### src/rtl/rx_decim_core.sv
// Receive decimator: 8-lane sum, accumulate-and-dump over L beats, scale/saturate, FWFT FIFO to AXI-Stream.
// Latency: 4 clock edges from the last beat of a window to tvalid; backpressure via tready, full FIFO drops results and sets overflow.
// Backpressure: upstream is never stalled; a full FIFO with no pop drops the result and sets overflow.

module rx_decim_fifo #(
    parameter int W     = 16,
    parameter int DEPTH = 16,
    parameter int LW    = $clog2(DEPTH) + 1
) (
    input  logic          clk_i,
    input  logic          rst_ni,
    input  logic          wr_vld_i,
    input  logic [W-1:0]  wr_dat_i,
    output logic          wr_rdy_o,
    output logic          rd_vld_o,
    output logic [W-1:0]  rd_dat_o,
    input  logic          rd_rdy_i,
    output logic [LW-1:0] level_o
);
    localparam int AW = $clog2(DEPTH);

    logic [W-1:0]  mem_q [DEPTH];
    logic [AW-1:0] wptr_q, wptr_d, rptr_q, rptr_d;
    logic [LW-1:0] count_q, count_d;
    logic          full, wr_en, rd_en;

    always_comb begin
        full     = (count_q == LW'(DEPTH));
        rd_vld_o = (count_q != '0);
        rd_dat_o = rd_vld_o ? mem_q[rptr_q] : '0;
        rd_en    = rd_vld_o && rd_rdy_i;
        // A pop in the same cycle frees the slot, so a full FIFO still accepts.
        wr_rdy_o = !full || rd_en;
        wr_en    = wr_vld_i && wr_rdy_o;
        wptr_d   = wr_en ? wptr_q + AW'(1) : wptr_q;
        rptr_d   = rd_en ? rptr_q + AW'(1) : rptr_q;
        count_d  = count_q;
        if (wr_en && !rd_en)
            count_d = count_q + LW'(1);
        else if (!wr_en && rd_en)
            count_d = count_q - LW'(1);
        level_o  = count_q;
    end

    always_ff @(posedge clk_i or negedge rst_ni) begin
        if (!rst_ni) begin
            wptr_q  <= '0;
            rptr_q  <= '0;
            count_q <= '0;
        end else begin
            wptr_q  <= wptr_d;
            rptr_q  <= rptr_d;
            count_q <= count_d;
        end
    end

    always_ff @(posedge clk_i) begin
        if (wr_en)
            mem_q[wptr_q] <= wr_dat_i;
    end
endmodule

module rx_decim_core #(
    parameter int NUMBER_OF_LINE = 8,
    parameter int FIFO_DEPTH     = 16
) (
    input  logic                          clock,
    input  logic                          resetn,
    input  logic                          enable,
    input  logic [16*NUMBER_OF_LINE-1:0]  adc_data,
    input  logic                          adc_valid,
    input  logic [7:0]                    decim_len,
    input  logic [4:0]                    out_shift,
    input  logic                          clear_status,
    output logic [15:0]                   m_axis_tdata,
    output logic                          m_axis_tvalid,
    input  logic                          m_axis_tready,
    output logic                          overflow,
    output logic [15:0]                   peak_abs,
    output logic [$clog2(FIFO_DEPTH):0]   fifo_level
);
    localparam int SUMW = 14 + $clog2(NUMBER_OF_LINE);
    localparam int ACCW = SUMW + 8;
    localparam logic signed [ACCW-1:0] SAT_MAX = 32767;
    localparam logic signed [ACCW-1:0] SAT_MIN = -32768;

    logic signed [13:0]      s1_samp_q [NUMBER_OF_LINE];
    logic signed [13:0]      s1_samp_d [NUMBER_OF_LINE];
    logic                    s1_vld_q, s1_vld_d;
    logic [NUMBER_OF_LINE-1:0] lsb_unused;

    logic [SUMW-1:0]         s2_sum_q, s2_sum_d;
    logic                    s2_vld_q, s2_vld_d;

    logic [8:0]              cnt_q, cnt_d, lw_q, lw_d, eff_len;
    logic [4:0]              shw_q, shw_d, eff_sh, sh_clamped;
    logic signed [ACCW-1:0]  acc_q, acc_d, acc_sum, sum_ext;
    logic signed [ACCW-1:0]  dump_q, dump_d, shifted;
    logic [4:0]              dump_sh_q, dump_sh_d;
    logic                    dump_vld_q, dump_vld_d;
    logic                    first_beat, close;

    logic [15:0]             result, res_abs, peak_q, peak_d;
    logic                    ovf_q, ovf_d, wr_rdy, wr_acc, wr_drop;

    // S1/S2: lane extraction and adder tree
    always_comb begin
        s1_vld_d = adc_valid && enable;
        s2_vld_d = s1_vld_q && enable;
        s2_sum_d = '0;
        for (int i = 0; i < NUMBER_OF_LINE; i++) begin
            s1_samp_d[i]  = adc_data[16*i+2 +: 14];
            lsb_unused[i] = ^adc_data[16*i +: 2];
            s2_sum_d      = s2_sum_d + {{(SUMW-14){s1_samp_q[i][13]}}, s1_samp_q[i]};
        end
    end

    // S3: window bookkeeping; a new window samples config on its first beat
    always_comb begin
        sh_clamped = (out_shift > 5'd24) ? 5'd24 : out_shift;
        first_beat = (cnt_q == '0);
        eff_len    = first_beat ? ({1'b0, decim_len} + 9'd1) : lw_q;
        eff_sh     = first_beat ? sh_clamped : shw_q;
        sum_ext    = {{(ACCW-SUMW){s2_sum_q[SUMW-1]}}, s2_sum_q};
        acc_sum    = first_beat ? sum_ext : acc_q + sum_ext;
        close      = s2_vld_q && ((cnt_q + 9'd1) == eff_len);

        cnt_d      = cnt_q;
        acc_d      = acc_q;
        lw_d       = lw_q;
        shw_d      = shw_q;
        dump_d     = dump_q;
        dump_sh_d  = dump_sh_q;
        dump_vld_d = 1'b0;
        if (!enable) begin
            cnt_d = '0;
            acc_d = '0;
        end else if (s2_vld_q) begin
            acc_d = acc_sum;
            lw_d  = eff_len;
            shw_d = eff_sh;
            if (close) begin
                cnt_d      = '0;
                dump_d     = acc_sum;
                dump_sh_d  = eff_sh;
                dump_vld_d = 1'b1;
            end else begin
                cnt_d = cnt_q + 9'd1;
            end
        end
    end

    // S4: scale, saturate, and status tracking on the FIFO write
    always_comb begin
        shifted = dump_q >>> dump_sh_q;
        if (shifted > SAT_MAX)
            result = 16'h7FFF;
        else if (shifted < SAT_MIN)
            result = 16'h8000;
        else
            result = shifted[15:0];
        res_abs = result[15] ? (16'd0 - result) : result;

        wr_acc  = dump_vld_q && wr_rdy;
        wr_drop = dump_vld_q && !wr_rdy;
        ovf_d   = wr_drop ? 1'b1 : (clear_status ? 1'b0 : ovf_q);
        if (clear_status)
            peak_d = wr_acc ? res_abs : 16'd0;
        else if (wr_acc && (res_abs > peak_q))
            peak_d = res_abs;
        else
            peak_d = peak_q;
    end

    always_ff @(posedge clock or negedge resetn) begin
        if (!resetn) begin
            for (int i = 0; i < NUMBER_OF_LINE; i++)
                s1_samp_q[i] <= '0;
            s1_vld_q   <= 1'b0;
            s2_sum_q   <= '0;
            s2_vld_q   <= 1'b0;
            cnt_q      <= '0;
            lw_q       <= '0;
            shw_q      <= '0;
            acc_q      <= '0;
            dump_q     <= '0;
            dump_sh_q  <= '0;
            dump_vld_q <= 1'b0;
            ovf_q      <= 1'b0;
            peak_q     <= '0;
        end else begin
            for (int i = 0; i < NUMBER_OF_LINE; i++)
                s1_samp_q[i] <= s1_samp_d[i];
            s1_vld_q   <= s1_vld_d;
            s2_sum_q   <= s2_sum_d;
            s2_vld_q   <= s2_vld_d;
            cnt_q      <= cnt_d;
            lw_q       <= lw_d;
            shw_q      <= shw_d;
            acc_q      <= acc_d;
            dump_q     <= dump_d;
            dump_sh_q  <= dump_sh_d;
            dump_vld_q <= dump_vld_d;
            ovf_q      <= ovf_d;
            peak_q     <= peak_d;
        end
    end

    rx_decim_fifo #(
        .W     (16),
        .DEPTH (FIFO_DEPTH)
    ) u_fifo (
        .clk_i    (clock),
        .rst_ni   (resetn),
        .wr_vld_i (dump_vld_q),
        .wr_dat_i (result),
        .wr_rdy_o (wr_rdy),
        .rd_vld_o (m_axis_tvalid),
        .rd_dat_o (m_axis_tdata),
        .rd_rdy_i (m_axis_tready),
        .level_o  (fifo_level)
    );

    assign overflow = ovf_q;
    assign peak_abs = peak_q;
endmodule

### config.mk
export PLATFORM = sky130hd
export DESIGN_NAME = rx_decim_core
export DESIGN_NICKNAME = d
export VERILOG_FILES = /design/src/rtl/rx_decim_core.sv
export SDC_FILE = /design/constraint.sdc
export NUM_CORES = 1
export LEC_CHECK = 0
export CAP_MARGIN = 20
export CORE_MARGIN = 1
export CORE_UTILIZATION = 59
export DETAILED_ROUTE_END_ITERATION = 10
export HOLD_SLACK_MARGIN = 0.1
export PLACE_DENSITY = 0.8
export RECOVER_POWER = 25
export SKIP_CTS_REPAIR_TIMING = 1
export SLEW_MARGIN = 20
export SYNTH_ARGS = -nofsm -noshare
export SYNTH_HDL_FRONTEND = slang
export SYNTH_SLANG_ARGS = --single-unit
### constraint.sdc
create_clock -name clock -period 6.7 [get_ports clock]
set_input_delay 0.67 -clock clock [delete_from_list [all_inputs] [get_ports clock]]
set_output_delay 0.67 -clock clock [all_outputs]
set_load 0.02 [all_outputs]
Word level (Yosys, flattened, before mapping):

Memory sizes are Yosys's and may differ from the RTL's.
Index checks and enable logic that the tools add are counted.

* register bits after elaboration: 240
* bits in latches: 0
* bits in writable memories: 256
* bits in read-only memories: 0
* output and inout port bits: 39
* memories: 1

Memory list
* u_fifo.mem_q: words 16, bits a word 16, rd ports 1, clocked after Yosys merged registers in 0, wr ports 1, line 22 `logic [W-1:0] mem_q [DEPTH];`

* add/subtract/negate cells: 15
* $mul: 0
* divide/modulo/power cells: 0
* magnitude comparators: 4
* equal/unequal tests: 3
* shift-type cells: 1
* muxes and demuxes: 25
* bitwise operators: 0
* reduce and logical (&&, ||, !) cells: 21

Operators by type and width (number)
* 16-bit two-way mux: 7
* 25-bit two-way mux: 3
* 17-bit adder: 4
* 9-bit two-way mux: 4
* 25-bit by 17-bit adder with 25-bit output: 1
* 25-bit by 16-bit > comparator with 1-bit output (second input constant): 1
* 25-bit by 16-bit < comparator with 1-bit output (second input constant): 1
* 25-bit by 5-bit >>> shifter with 25-bit output: 1
* 5-bit two-way mux: 4
* 16-bit by 14-bit adder with 17-bit output: 1
* 15-bit by 14-bit adder with 16-bit output: 1
* 16-bit > comparator: 1
* 1-bit by 16-bit subtractor with 16-bit output (first input constant): 1
* 14-bit by 14-bit adder with 15-bit output: 1
* 8-bit by 1-bit adder with 9-bit output (second input constant): 1
* 9-bit by 1-bit adder with 9-bit output (second input constant): 1
* 9-bit equality test: 1
* 1-bit logical AND: 9
* 9-bit zero test: 1
* 4-bit by 1-bit adder with 4-bit output (second input constant): 2
* 1-bit two-way mux: 7
* 2-bit nonzero test: 3
* 5-bit by 1-bit adder with 5-bit output (second input constant): 1
* 5-bit equality test (second input constant): 1
* 8 further kinds: 11

Longest topological paths before layout:

* word-level depth: 10
* mapped depth: 27

By module:

Synthesis repeated with hierarchy kept, for this count alone.

* cell total of the unflattened synthesis: 1838
* area, all modules: 24891.4 um^2

Modules (own cells, without submodules)
* rx_decim_core: instances 1, cells each 1350, area each 14283.7 um^2
* rx_decim_fifo: instances 1, cells each 488, area each 10607.7 um^2

Worst setup path before layout:

OpenSTA, ideal clock, no wires.

* path type: reg2reg
* start point: register dump_sh_q[0]
* end point: register peak_q[9], in the netlist peak_abs[9]
* arrival time: 5354 ps
* path slack: 1210 ps
* cell stages (with the launch flop): 22
* buffers on the path: 4
* period minus slack after synthesis: 5490 ps
* path through: dfrtp_1 buf_2 mux4_2 or4_1 a21bo_2 o31a_1 clkbuf_1 a21oi_1 ha_1 and3_1 a32oi_1 o41ai_1 mux2_2 ha_1 a21o_1 a21oi_1 o21ai_0 a21o_1 nor2_1 clkbuf_1 clkbuf_1 o21ai_0

* word-level cells in the longest chain between the ends: 9
* elaborated cells between the ends (all ways): 13
* those cells by class: add/sub (1); order compare (3); shift (1); mux (6); reduce/logical (2)

RTL lines
* from (decl): line 99 `logic [4:0] dump_sh_q, dump_sh_d;`
* from (signal assigned): line 202 `dump_sh_q <= dump_sh_d;`
* 25-bit by 5-bit >>> shifter with 25-bit output (*): line 155 `shifted = dump_q >>> dump_sh_q;`
* 25-bit by 16-bit < comparator with 1-bit output: line 158 `else if (shifted < SAT_MIN)`
* 16-bit two-way mux: line 158
* 16-bit two-way mux (*): line 156 `if (shifted > SAT_MAX)`
* 1-bit by 16-bit subtractor with 16-bit output: line 162 `res_abs = result[15] ? (16'd0 - result) : result;`
* 16-bit two-way mux (*): line 162
* 16-bit > comparator: line 169 `else if (wr_acc && (res_abs > peak_q))`
* 1-bit logical AND: line 169
* 2-bit nonzero test (no source line)
* to (signal assigned): line 205 `peak_q <= peak_d;`
* to (decl): line 103 `logic [15:0] result, res_abs, peak_q, peak_d;`

Mark *: on every way between the ends. The rest lies on a longest branch, timed or not. The select of a mux whose other input is x is not followed.
A chain may end at the register's enable or synchronous reset.

Final worst setup path:

* start point: register dump_sh_q[0]
* end point: register peak_q[7], in the netlist peak_abs[7]

Same word-level chain as after synthesis.

==> key figures <==
Synthesis
  – Main synth FF type: edfxtp_1
  – Share of the synthesized area in the top cell type: a little under a third
  – Yosys warns: 0
  – Syn avg cell area: about 14 sq um
  – Top cells by area, synth: edfxtp_1 31%, dfrtp_1 24%, mux4_2 9.4%
  – Sequential share of the synthesized area: between 50% and 60%
  – Post-synth EDFFs: between 200 and 300
  – Leading area contributor after synthesis: edfxtp_1
  – FF+latch count, synth: ~500
  – Syn Nets: between 2k and 2.5k
  – Cell area after synthesis: 24600 sq um
  – Post-synthesis async set-or-reset flop share: between 40 and 50%
  – Synthesized instance count: approximately 1.8k
  – Yosys cell types: 74

Die
  – Die Ht: 206 microns
  – Die X: between 200 and 250 microns
  – Io pins: ~190
  – Row count: 74
  – Initial Util: 60.1%
  – Total die area: between 40000 and 50000 sq um
  – Core ar.: 41000 sq um

Timing
  – Max Clock Freq: 164 MHz
  – Setup repair after global routing missed its margin: false
  – Final hold viol count: 0
  – Max_slew headroom: -239%
  – Setup violations, final: 0
  – Worst slew pin tran: about 5100 ps
  – Crit share post-route: around nine tenths
  – Hold Slack: between 400 and 500 ps
  – Final min period: between 6000 and 7000 ps
  – Setup TNS: 0 ps
  – Final WS setup: roughly 610 ps
  – Final Slew Violations: 120
  – Worst Clk Skew: between 10 and 15 ps

Clocking
  – Clock Latency Late Sink: approximately 600 ps
  – Num CTS Buffers: between 40 and 50
  – CTS HTree Levels: 2
  – Clock Path Buffers: 3
  – CTS tree: yes
  – Clk sinks: 496
  – Root Buffer: clkbuf_16
  – Clock-pin slew on the worst setup and hold paths: 60 ps

Global routing
  – GRT Total Usage: 26.1%
  – Initial antenna violation count: 0
  – Vias in the first global route: 15.7k
  – Total gr overflow: 0
  – First-pass GRT wire length: 84300 microns
  – Largest net degree at the start of global routing: between 100 and 150

Cells and area
  – Share of post-route cells with drive strength above 1: 13.9%
  – Commonest non-fill, non-tap cell in the layout: edfxtp_1
  – Layout fillers: 2724
  – NumNets Final: between 2k and 2.5k
  – Area of the multi-input gates: ~10000 sq um
  – Final core occ: 69.9%
  – Most frequent cells in the layout: 256 x edfxtp_1, 237 x dfrtp_1, 139 x inv_1
  – Post-route cell area: 28700 sq um
  – Diodes inserted: 0
  – Area grow syn2layout: 16.4%
  – Seq. cell area: 13700 sq um

Critical path
  – Startpoint Class: flop
  – Cells along the critical path: mux4_2 > mux2_2 > o21ai_0 > a21bo_2 > o31a_1 > a21oi_1 > ha_1 > and3_1 > a32oi_1 > o41ai_1 > mux2_2 > ha_1 > nand4_1 > nor2_1 > a21oi_1 > nand2_1 > a21oi_1 > nor2_1 > nor2_2 > a22o_1
  – CP bufs+invs: 0
  – CP Capture Type: flop
  – Required @ worst endpoint: just over 7000 ps
  – R2R Setup Slk: about 610 ps
  – Max FO, Critical Path: 26
  – Arrival time worst endpoint: approximately 6600 ps
  – Critical-path top delay cell: dfrtp_2
  – CP Class: reg2reg
  – R2r worst-path depth: 20
  – Cell mode on critical path: a21oi_1
  – Top delay family on crit path: compound AO/OA/AOI/OAI gates
  – Peak per-stage delay on the critical path: between 700 and 800 ps
  – CP Depth: 20

Route
  – Via count: 15.2k
  – Residual DRC: 6
  – 1st-pass router iterations: 8
  – WL/cell: 21.0 microns
  – Via density: roughly 6.0
  – Post-Route WL: approximately 54000 microns
  – Antenna viol nets, final: 0
  – DR iter-0 viols: 1211

Job
  – Max cap viols: 1

Pwr
  – Power Dens Cells: around 360 nW/um^2
  – Reg power frac: 37.5%
  – Static leakage: ~0.011 uW
  – Comb power frac: a little over a third
  – Sw Share: 32.1%
  – Clk network pwr share: 26.9%
  – Int Power: about 7000 uW
  – Switch Pwr: 3270 uW
  – Max VDD drop: 0.260 mV

Place
  – Placer Congestion: 0.907
  – Post-DP HPWL: 36000 microns
  – Area post-placement: between 20000 and 30000 sq um
  – IO buf count: between 150 and 200
  – Place WS: 482 ps

Hold path
  – HP Class: reg2reg
  – Cell count of the worst hold path: 2

Status
  – Outcome: finished with violations
  – Failing checks: design-rule violations, max-capacitance violations, max-slew violations
[worst paths after layout]
check / startpoint / end
max: dump_sh_q[0]$_DFFE_PN0P_ / peak_abs[7]$_DFFE_PN0P_
min: lw_q[7]$_DFFE_PN0P_ / lw_q[7]$_DFFE_PN0P_
max reg2reg: dump_sh_q[0]$_DFFE_PN0P_ / peak_abs[7]$_DFFE_PN0P_
min in group asynchronous: resetn / s1_samp_q[27]$_DFF_PN0_
max in group asynchronous: resetn / s1_samp_q[101]$_DFF_PN0_
min reg2reg: lw_q[7]$_DFFE_PN0P_ / lw_q[7]$_DFFE_PN0P_
[tightest hold or removal path, stage by stage (launching register included)]
cell and delay [ps]:
dfrtp_1 340, nand2_1 50, nand2_1 50
[power groups by stage]
stage | sequential [uW] | combinational, uW | clock (uW)
after floorplan | 3670 | 2780 | 0
after global placement | 3880 | 3490 | 0
after detailed placement | 3890 | 3620 | 0
after CTS | 3830 | 3660 | 2790
after global routing | 3860 | 3990 | 2910
final | 3820 | 3620 | 2740
[cell families (layout without fill, tap and decap cells)]
logic type	count (synthesis)	in the layout	share of synthesized area (%)
AOI/OAI and AO/OA	342	342	9.00
xor gates and xnor gates	60	60	2.13
adders and majority gates	159	159	10.8
buffers and inverters	222	436	3.48
DFF	496	496	55.6
muxes	154	154	11.6
and+or+nand+nor	367	367	7.41
[layout make-up]
cell class | count | area share, %
Sequential cell | 496 | 47.8
Multi-Input combinational cell | 1082 | 35.5
Timing Repair Buffer | 206 | 6.95
Clock buffer | 67 | 4.80
Tap cell | 532 | 2.32
Inverter | 142 | 1.86
Clock inverter | 21 | 0.807
[cells in the mapped netlist, types with 11 or more instances]
library cell and count:
a21o_1 34, a21oi_1 75, a22o_1 27, and2_1 26
and3_1 13, buf_1 16, clkbuf_1 54, dfrtp_1 240
edfxtp_1 256, fa_1 89, ha_1 70, inv_1 139
mux2_2 22, mux2i_1 29, mux4_2 103, nand2_1 128
nand3_1 28, nor2_1 73, nor3_1 24, o211ai_1 16
o21a_1 11, o21ai_0 93, xnor2_1 45, xor2_1 15
[stage by stage]
step                power [uW]  std cells
detailed placement        7510       2458
global placement          7360       2456
global route             10800       2546
floorplan                 6450       1800
finish                   10200       2546
CTS                      10300       2546
[state kept, by name, summed over array words and instances, names as in the netlist, 5 cells and up]
signal	flops
peak_abs	16
s2_sum_q	17
dump_sh_q	5
s1_samp_q	112
cnt_q	9
acc_q	25
dump_q	25
u_fifo.level_o	5
shw_q	5
u_fifo.mem_q	256
lw_q	9
[layer usage]
layer | vias up | track usage [%] | part of all wire (%)
met5 | - | 0 | 0
met4 | 0 | 8.98 | 2.8
met3 | 108 | 3.37 | 4.6
met2 | 466 | 48.3 | 55
met1 | 7712 | 31.3 | 38
li1 | 6953 | - | -
Note: power is estimated with default switching activity, not from simulation.
